## src/rtl/ultrasonic_pkg.sv

```systemverilog
// ---------------------------------------------------------------------------
// ultrasonic_pkg
// Shared definitions for the ultrasonic ranger block:
//   - state_t      : FSM state encoding (IDLE, TRIG, WAIT_RISE, MEASURE, DONE)
//   - DEF_*        : default timing constants for a 50 MHz system clock
//   - cnt_w()      : bit width needed to hold a counter's maximum value
// ---------------------------------------------------------------------------
package ultrasonic_pkg;

  typedef enum logic [2:0] {
    IDLE      = 3'd0,
    TRIG      = 3'd1,
    WAIT_RISE = 3'd2,
    MEASURE   = 3'd3,
    DONE      = 3'd4
  } state_t;

  localparam int unsigned CLK_HZ            = 50_000_000;
  localparam int unsigned DEF_TRIG_CYCLES   = CLK_HZ / 100_000;   // 10 us
  localparam int unsigned DEF_PERIOD_CYCLES = CLK_HZ / 1000 * 60; // 60 ms
  localparam int unsigned DEF_ECHO_TIMEOUT  = CLK_HZ / 1000 * 30; // 30 ms
  localparam int unsigned DEF_NEAR_THRESH   = 29_000;             // ~10 cm
  localparam int unsigned DEF_NEAR_HITS     = 3;
  localparam int unsigned DEF_DIST_W        = 20;

  // Bits required to represent values 0..max_val.
  function automatic int unsigned cnt_w(input int unsigned max_val);
    return (max_val < 2) ? 1 : $clog2(max_val + 1);
  endfunction

endpackage

```

## src/rtl/ultrasonic_ranger_sync_2ff.sv

```systemverilog
// ---------------------------------------------------------------------------
// sync_2ff
// Generic two-flop synchroniser for signals asynchronous to clk.
// Ports:
//   clk   in        destination clock
//   rst   in        asynchronous active-high reset (flops clear to 0)
//   d     in  [W]   asynchronous input
//   q     out [W]   synchronised output, two clk cycles of latency
// ---------------------------------------------------------------------------
module sync_2ff #(
  parameter int unsigned W = 1
) (
  input  logic         clk,
  input  logic         rst,
  input  logic [W-1:0] d,
  output logic [W-1:0] q
);

  logic [W-1:0] meta;

  // NOTE: sequential state uses non-blocking assignments so both flops sample
  // their inputs from before the edge; blocking here would collapse the chain.
  always_ff @(posedge clk or posedge rst) begin
    if (rst) begin
      meta <= '0;
      q    <= '0;
    end else begin
      meta <= d;
      q    <= meta;
    end
  end

endmodule

```

## src/rtl/ultrasonic_ranger.sv

```systemverilog
// ---------------------------------------------------------------------------
// ultrasonic_ranger
// Drives an HC-SR04-style sensor: periodic trigger pulses, echo pulse width
// timing, and a debounced "object near" flag with hysteresis.
// Ports:
//   clk         in              system clock
//   rst         in              asynchronous active-high reset
//   echo        in              sensor echo, asynchronous to clk
//   trig        out             sensor trigger
//   s0          out [DIST_W]    last echo width in clk cycles, all-ones on timeout
//   meas_valid  out             one-cycle pulse when s0 updates
//   timeout     out             last measurement timed out
//   sens_ult    out             debounced object-near level
//   led1        out             copy of sens_ult
// ---------------------------------------------------------------------------
module ultrasonic_ranger
  import ultrasonic_pkg::*;
#(
  parameter int unsigned TRIG_CYCLES   = DEF_TRIG_CYCLES,
  parameter int unsigned PERIOD_CYCLES = DEF_PERIOD_CYCLES,
  parameter int unsigned ECHO_TIMEOUT  = DEF_ECHO_TIMEOUT,
  parameter int unsigned NEAR_THRESH   = DEF_NEAR_THRESH,
  parameter int unsigned NEAR_HITS     = DEF_NEAR_HITS,
  parameter int unsigned DIST_W        = DEF_DIST_W
) (
  input  logic              clk,
  input  logic              rst,
  input  logic              echo,
  output logic              trig,
  output logic [DIST_W-1:0] s0,
  output logic              meas_valid,
  output logic              timeout,
  output logic              sens_ult,
  output logic              led1
);

  localparam int unsigned TW = cnt_w(TRIG_CYCLES);
  localparam int unsigned PW = cnt_w(PERIOD_CYCLES);
  localparam int unsigned EW = cnt_w(ECHO_TIMEOUT);
  localparam int unsigned HW = cnt_w(NEAR_HITS);

  state_t              state;
  logic                echo_s;
  logic [PW-1:0]       period_cnt;
  logic                start_pending;  // forces the first trigger right after reset
  logic [TW-1:0]       trig_cnt;
  logic [EW-1:0]       wcnt;
  logic [EW-1:0]       width;
  logic                to_flag;
  logic                reported;       // DONE already published, waiting for echo low
  logic [HW-1:0]       hit_cnt;
  logic [DIST_W-1:0]   s0_next;
  logic                near;
  logic                period_expired;

  sync_2ff #(.W(1)) u_echo_sync (
    .clk (clk),
    .rst (rst),
    .d   (echo),
    .q   (echo_s)
  );

  assign period_expired = start_pending || (period_cnt == PW'(PERIOD_CYCLES - 1));
  assign near           = !to_flag && (32'(width) < NEAR_THRESH);
  assign led1           = sens_ult;

  // Width reported on s0: saturated to all-ones if it does not fit DIST_W.
  always_comb begin
    // NOTE: assign a default before any branch so every path drives s0_next
    // and no latch is inferred.
    s0_next = '1;
    if (!to_flag) begin
      if ((32'(width) >> DIST_W) != 0) s0_next = '1;
      else                             s0_next = DIST_W'(width);
    end
  end

  always_ff @(posedge clk or posedge rst) begin
    if (rst) begin
      state         <= IDLE;
      period_cnt    <= '0;
      start_pending <= 1'b1;
      trig_cnt      <= '0;
      wcnt          <= '0;
      width         <= '0;
      to_flag       <= 1'b0;
      reported      <= 1'b0;
      hit_cnt       <= '0;
      trig          <= 1'b0;
      s0            <= '0;
      meas_valid    <= 1'b0;
      timeout       <= 1'b0;
      sens_ult      <= 1'b0;
    end else begin
      meas_valid <= 1'b0;

      // Free-running period timer, saturating; restarted on each trigger.
      if (period_cnt != PW'(PERIOD_CYCLES - 1)) period_cnt <= period_cnt + 1'b1;

      case (state)
        IDLE: begin
          if (period_expired) begin
            state         <= TRIG;
            trig          <= 1'b1;
            trig_cnt      <= '0;
            period_cnt    <= '0;
            start_pending <= 1'b0;
          end
        end

        TRIG: begin
          if (trig_cnt == TW'(TRIG_CYCLES - 1)) begin
            trig  <= 1'b0;
            wcnt  <= '0;
            state <= WAIT_RISE;
          end else begin
            trig_cnt <= trig_cnt + 1'b1;
          end
        end

        // A line already high on entry is taken as an immediate rise.
        WAIT_RISE: begin
          if (echo_s) begin
            width <= EW'(1);
            state <= MEASURE;
          end else if (wcnt == EW'(ECHO_TIMEOUT - 1)) begin
            wcnt    <= EW'(ECHO_TIMEOUT);
            to_flag <= 1'b1;
            state   <= DONE;
          end else begin
            wcnt <= wcnt + 1'b1;
          end
        end

        MEASURE: begin
          if (!echo_s) begin
            to_flag <= 1'b0;
            state   <= DONE;
          end else begin
            width <= width + 1'b1;
            if (width == EW'(ECHO_TIMEOUT - 1)) begin
              to_flag <= 1'b1;
              state   <= DONE;
            end
          end
        end

        // Publish once; a stuck-high echo keeps us here until it drops.
        DONE: begin
          if (!reported) begin
            s0         <= s0_next;
            timeout    <= to_flag;
            meas_valid <= 1'b1;
            if (near != sens_ult) begin
              if (32'(hit_cnt) + 1 >= NEAR_HITS) begin
                sens_ult <= !sens_ult;
                hit_cnt  <= '0;
              end else begin
                hit_cnt <= hit_cnt + 1'b1;
              end
            end else begin
              hit_cnt <= '0;
            end
          end
          if (echo_s) begin
            reported <= 1'b1;
          end else begin
            reported <= 1'b0;
            state    <= IDLE;
          end
        end

        default: state <= IDLE;
      endcase
    end
  end

endmodule

```

## config.mk

```make
export PLATFORM = sky130hd
export DESIGN_NAME = ultrasonic_ranger
export DESIGN_NICKNAME = d
export VERILOG_FILES = /design/src/rtl/ultrasonic_pkg.sv /design/src/rtl/ultrasonic_ranger_sync_2ff.sv /design/src/rtl/ultrasonic_ranger.sv
export SDC_FILE = /design/constraint.sdc
export NUM_CORES = 1
export LEC_CHECK = 0
export CORE_MARGIN = 2
export CORE_UTILIZATION = 60
export CTS_CLUSTER_DIAMETER = 200
export CTS_CLUSTER_SIZE = 16
export DETAILED_ROUTE_END_ITERATION = 8
export PLACE_DENSITY_LB_ADDON = 0.3
export SLEW_MARGIN = 30
export SYNTH_ARGS = -nofsm -noshare
export SYNTH_HDL_FRONTEND = slang
export SYNTH_HIERARCHICAL = 1
export SYNTH_SLANG_ARGS = --single-unit
```

## constraint.sdc

```tcl
create_clock -name clk -period 4.2 [get_ports clk]
set_input_delay 0.42 -clock clk [delete_from_list [all_inputs] [get_ports clk]]
set_output_delay 0.42 -clock clk [all_outputs]
set_load 0.05 [all_outputs]
```

==> flow_metrics.py, run 1 <==
metrics = {
    "outcome": {
        "status": "finished clean",
    },
    "floorplanning": {
        "die_area_um2": 9840,
        "core.rowCount": 34,
        "start_util": 0.621,
        "core-area_um2": 8760,
        "pin_count": 28,
        "die_h_um": 99.2,
        "die_width_um": 99.2,
    },
    "worst_setup_path": {
        "cpPeakStageDelay_ns": 0.65,
        "worstPathCellList": "ha_1 -> and3_1 -> nand3_2 -> or4_1 -> a21oi_4 -> o21bai_1",
        "worstPathArrival_ns": 2.84,
        "crit_path_max_fanout": 28,
        "r2r_cells": 6,
        "crit_family": "simple AND/OR/NAND/NOR gates",
        "crit_buf_inv": 0,
        "end_kind": "flip-flop",
        "crit_type": "reg2reg",
        "crit_path_top_delay_cell": "or4_1",
        "worst-path-stages": 6,
        "cp-start-kind": "flip-flop",
        "worstPathRequired_ns": 4.42,
    },
    "power": {
        "p_sw_frac": 0.223,
        "seq_power_share": 0.640,
        "power.density_nw_per_um2": 273,
        "power.switching_uw": 360,
        "irDropWorstVdd_v": 0.000184,
        "power.share.clock": 0.345,
        "comb_power_share": 0.014,
        "leakage_nw": 2.52,
        "intPower_mw": 1.25,
    },
    "route": {
        "first_iter_violations": 253,
        "antenna_left": 0,
        "vias": 4408,
        "drt-total-wl_um": 11100,
        "drc": 0,
        "vias_per_cell": 6.09,
        "wl_per_cell_um": 15.4,
        "drt_pass1_iterations": 5,
    },
    "placement": {
        "dp.cells": 708,
        "placed_cell_area_um2": 5730,
        "hpwl_um": 7820,
        "routabilityCongestion": 0.934,
        "numPortBuffers": 27,
    },
    "layout": {
        "diodes": 0,
        "nNetsFinal": 618,
        "num-fill-cells": 704,
        "multi_input_area_um2": 2550,
        "area_delta_synth_final_pct": 8.61,
        "final_util": 0.674,
        "stdcell_area_um2": 5910,
        "layout_common_cells": "dfrtp_1 (106), nor2_1 (100), nand2_1 (51)",
        "regArea_um2": 2680,
        "drive_gt1_frac": 0.0584,
        "fin_cells": 724,
        "final_common_cell": "dfrtp_1",
    },
    "synthesis": {
        "synth-seq-area-share": 0.493,
        "ys_seq_elements": 107,
        "syn-num-nets": 608,
        "syn-cell-area_um2": 5440,
        "ys.warnings.count": 6,
        "syn_area_per_cell_um2": 9.05,
        "async_flop_share": 1.00,
        "netlist-cell-type-count": 59,
        "synth_edf_count": 0,
        "ys.flop_type": "dfrtp_1",
        "netlist_instances": 601,
    },
    "global_route": {
        "grt_pass1_vias": 4185,
        "overflow": 0,
        "grt_pass1_wl_um": 19300,
        "grt_max_degree": 67,
        "grt_antenna_before_repair": 0,
        "grt_usage": 0.240,
    },
    "timing": {
        "fin_crit_sh": 0.623,
        "rsz0062_at_grt": "false",
        "clock.fmax_ghz": 0.382,
        "hold_violations": 0,
        "drv_slew": 0,
        "setup_viol": 0,
        "tightest_slew_ns": 0.871,
        "hold_slack_ns": 0.296,
        "fin_tns_setup_ns": 0,
        "slew_headroom": 0.414,
        "skew_ns": 0.0127,
        "fin_crit_ns": 2.62,
    },
    "clock_tree": {
        "path_clk_slew_ns": 0.09,
        "cts-root-buf": "clkbuf_8",
        "htreeDepth": 3,
        "cts_sinks": 107,
        "cts_inserted_buffers": 9,
        "ctsHoldBuffers": 0,
        "cts_buffer_depth": 2,
        "clock_latency_ns": 0.37,
        "post_cts.repair.setup_buffers": 0,
        "postCtsResizedCells": 0,
        "tritoncts": "built",
    },
    "min_path": {
        "hold_path_class": "in2async",
    },
    "run": {
        "drv_cap": 0,
    },
}
synthesized netlist by cell type, drive strengths merged (2+ instances only):
cell type,n,share of area
nor3,22,0.020
inv,18,0.012
and4,6,0.0097
nand3,34,0.032
o21ai,23,0.021
nor2b,4,0.0046
and2,5,0.0058
a41oi,3,0.0048
nor4,19,0.024
o22ai,3,0.0035
dfrtp,106,0.49
nand4,19,0.022
nor4bb,2,0.0037
nor3b,7,0.0097
a21o,4,0.0055
nand2,51,0.035
a32oi,2,0.0032
or3,6,0.0069
xnor2,24,0.039
clkbuf,18,0.012
ha,4,0.0092
buf,14,0.015
a31o,2,0.0032
mux2,2,0.0041
or2,2,0.0023
a21oi,35,0.034
and3,13,0.015
a31oi,6,0.0069
o31ai,5,0.0078
a211oi,2,0.0028
nand4b,3,0.0048
nand3b,2,0.0028
nor2,102,0.072
xor2,16,0.026
cells by family after synthesis:
family,synth area share
simple gates,0.283
flops,0.493
compound gates,0.107
buf+inv,0.0396
xor+xnor,0.0644
fa+ha+maj,0.00920
mux,0.00414
worst paths after layout:
check | start | to | slack [ns]
setup reg to reg | period_cnt[0]$_DFF_PP0_ | trig_cnt[0]$_DFFE_PP0P_ | 1.58
max in group asynchronous | rst | wcnt[10]$_DFFE_PP0P_ | 2.84
hold / removal | rst | u_echo_sync/meta$_DFF_PP0_ | 0.30
hold reg to reg | u_echo_sync/meta$_DFF_PP0_ | u_echo_sync/q$_DFF_PP0_ | 0.37
min in group clk | u_echo_sync/meta$_DFF_PP0_ | u_echo_sync/q$_DFF_PP0_ | 0.37
setup / recovery | period_cnt[0]$_DFF_PP0_ | trig_cnt[0]$_DFFE_PP0P_ | 1.58
flip-flops by register name, summed over array words and instances (netlist names), 2 cells and up:
register,flops
hit_cnt,2
period_cnt,22
s0,20
state,3
trig_cnt,9
wcnt,21
width,21
power by group through the flow:
| stage | sequential (mW) | combinational, mW | clock (mW) |
|---|---|---|---|
| after floorplan | 1.05 | 0.0169 | 0 |
| after global placement | 1.05 | 0.0244 | 0 |
| after detailed placement | 1.05 | 0.0252 | 0 |
| after CTS | 1.03 | 0.0252 | 0.573 |
| after global routing | 1.03 | 0.0281 | 0.607 |
| final | 1.03 | 0.0233 | 0.556 |
area by class of cell:
class                      count  share of cell area
clock buffer                  11              0.0222
clock inverter                 5             0.00636
inverter                      18              0.0119
multi-input combinational    444               0.432
sequential                   107               0.454
tap                          108              0.0229
timing repair buffer          31              0.0508
through the flow:
step           setup WS (ns)  power [mW]
3_5_place_dp            1.62        1.08
3_3_place_gp            1.73        1.08
6_report                1.58        1.61
5_1_grt                 1.42        1.67
2_1_floorplan           1.02        1.07
4_1_cts                 1.61        1.63
per-layer routing:
metal / vias to the layer above / GRT usage / share of wire
met2: 102 / 0.383 / 0.48
li1: 2129 / - / -
met5: - / 0 / 0
met3: 13 / 0.0281 / 0.039
met4: 0 / 0.0906 / 0.014
met1: 2164 / 0.339 / 0.46
(Power assumes the default switching activity.)
==> inputs of run 2 (changes only) <==
Settings changed: CORE_UTILIZATION 60 to 54.
Clock period 4.2 ns to 2.4 ns, I/O delays scaled along.
==> run 2 against run 1 <==
Against the previous run: worst setup slack got worse by 1.4 ns; register-to-register slack got worse by 1.4 ns; sequential power is 75% higher; cell count grew 6.2%; sequential share of layout area is 1.6 points lower; global-route usage decreased by 1.4 points; count of clock-buffer cells in the layout unchanged.
==> flow_metrics.py, run 2 (synthesized netlist as in run 1, its figures left out) <==
metrics = {
    "layout": {
        "diodes": 0,
        "fin_cells": 769,
        "final_common_cell": "dfrtp_1",
        "stdcell_area_um2": 6130,
        "final_util": 0.627,
        "layout_common_cells": "dfrtp_1 (106), nor2_1 (101), nand2_1 (51)",
        "drive_gt1_frac": 0.0881,
        "regArea_um2": 2680,
        "largest_reg_flops": 22,
        "num-fill-cells": 844,
        "nNetsFinal": 638,
        "area_delta_synth_final_pct": 12.7,
        "largest-register": "period_cnt",
        "reg_top3": "period_cnt (22), wcnt (21), width (21)",
        "multi_input_area_um2": 2550,
    },
    "placement": {
        "hpwl_um": 8170,
        "placed_cell_area_um2": 5920,
        "numPortBuffers": 27,
        "dp.cells": 753,
        "routabilityCongestion": 0.928,
        "preCtsSetupSlack_ns": 0.153,
    },
    "route": {
        "first_iter_violations": 334,
        "drt_pass1_iterations": 5,
        "wl_per_cell_um": 14.9,
        "drt-total-wl_um": 11400,
        "vias": 4479,
        "drc": 0,
        "vias_per_cell": 5.82,
        "antenna_left": 0,
    },
    "min_path": {
        "hold_path_class": "in2async",
    },
    "timing": {
        "fin_tns_setup_ns": 0,
        "hold_slack_ns": 0.0875,
        "tightest_slew_ns": 0.640,
        "fin_crit_sh": 0.913,
        "finalWorstSetupSlack_ns": 0.209,
        "setup_viol": 0,
        "drv_slew": 0,
        "hold_violations": 0,
        "clock.fmax_ghz": 0.456,
        "slew_headroom": 0.570,
        "skew_ns": 0.0119,
        "fin_crit_ns": 2.19,
        "rsz0062_at_grt": "false",
    },
    "global_route": {
        "grt_antenna_before_repair": 0,
        "grt_usage": 0.225,
        "overflow": 0,
        "grt_max_degree": 106,
        "grt_pass1_vias": 4372,
        "grt_pass1_wl_um": 20400,
    },
    "power": {
        "leakage_nw": 2.64,
        "irDropWorstVdd_v": 0.000426,
        "power.density_nw_per_um2": 486,
        "p_total_mw": 2.98,
    },
    "clock_tree": {
        "tritoncts": "built",
        "cts_sinks": 107,
        "cts-root-buf": "clkbuf_8",
        "htreeDepth": 3,
        "path_clk_slew_ns": 0.10,
        "cts_inserted_buffers": 9,
        "post_cts.repair.setup_buffers": 0,
        "clock_latency_ns": 0.37,
        "ctsHoldBuffers": 0,
        "cts_buffer_depth": 2,
        "postCtsResizedCells": 0,
    },
    "floorplanning": {
        "die_width_um": 104,
        "start_util": 0.556,
        "core-area_um2": 9770,
        "die_area_um2": 10900,
        "die_h_um": 104,
        "pin_count": 28,
        "core.rowCount": 36,
    },
    "worst_setup_path": {
        "end_kind": "flip-flop",
        "worstPathRequired_ns": 2.66,
        "worstPathArrival_ns": 2.45,
        "crit_path_max_fanout": 13,
        "cp-start-kind": "flip-flop",
        "crit_type": "reg2reg",
        "r2r_cells": 7,
    },
    "outcome": {
        "status": "finished clean",
    },
    "run": {
        "drv_cap": 0,
    },
}
==> run 2: path summary, 6_finish.rpt <==
path | from | to | slack [ns]
min in group clk | echo | u_echo_sync/meta$_DFF_PP0_ | 0.31
worst max register to register | period_cnt[0]$_DFF_PP0_ | period_cnt[3]$_DFF_PP0_ | 0.21
worst min-delay path | rst | u_echo_sync/meta$_DFF_PP0_ | 0.09
worst min register to register | u_echo_sync/meta$_DFF_PP0_ | u_echo_sync/q$_DFF_PP0_ | 0.36
worst max-delay path | period_cnt[0]$_DFF_PP0_ | period_cnt[3]$_DFF_PP0_ | 0.21
max in group asynchronous | rst | width[3]$_DFFE_PP0P_ | 1.58
==> run 2: layout make-up <==
type                       count  share of cell area
multi-input combinational    444               0.416
clock buffer                  11              0.0231
timing repair buffer          51              0.0755
clock inverter                 5             0.00980
sequential                   107               0.437
inverter                      18              0.0116
tap                          133              0.0272
==> run 2: where the power goes <==
| part | switching (mW) | internal, mW | total [mW] |
|---|---|---|---|
| registers | 0.000903 | 1.80 | 1.80 |
| clock network | 0.615 | 0.516 | 1.13 |
| logic | 0.0376 | 0.00804 | 0.0457 |
| total | 0.653 | 2.33 | 2.98 |
==> run 2: layer usage <==
metal  GRT usage  up-vias  share of wire  routed length (µm)
li1            -     2181              -                   -
met1       0.312     2176           0.47                5320
met2       0.352      110           0.48                5450
met3      0.0558       12          0.048                 550
met4      0.0666        0         0.0092                 105
met5           0        -              0                   0
==> run 2: critical path: stages, from the launching register on <==
cell     delay, ns
dfrtp_1       0.42
ha_1          0.22
and3_1        0.23
nand3_2       0.16
or4_4         0.57
a21oi_4       0.20
buf_4         0.21
nor3b_1       0.07
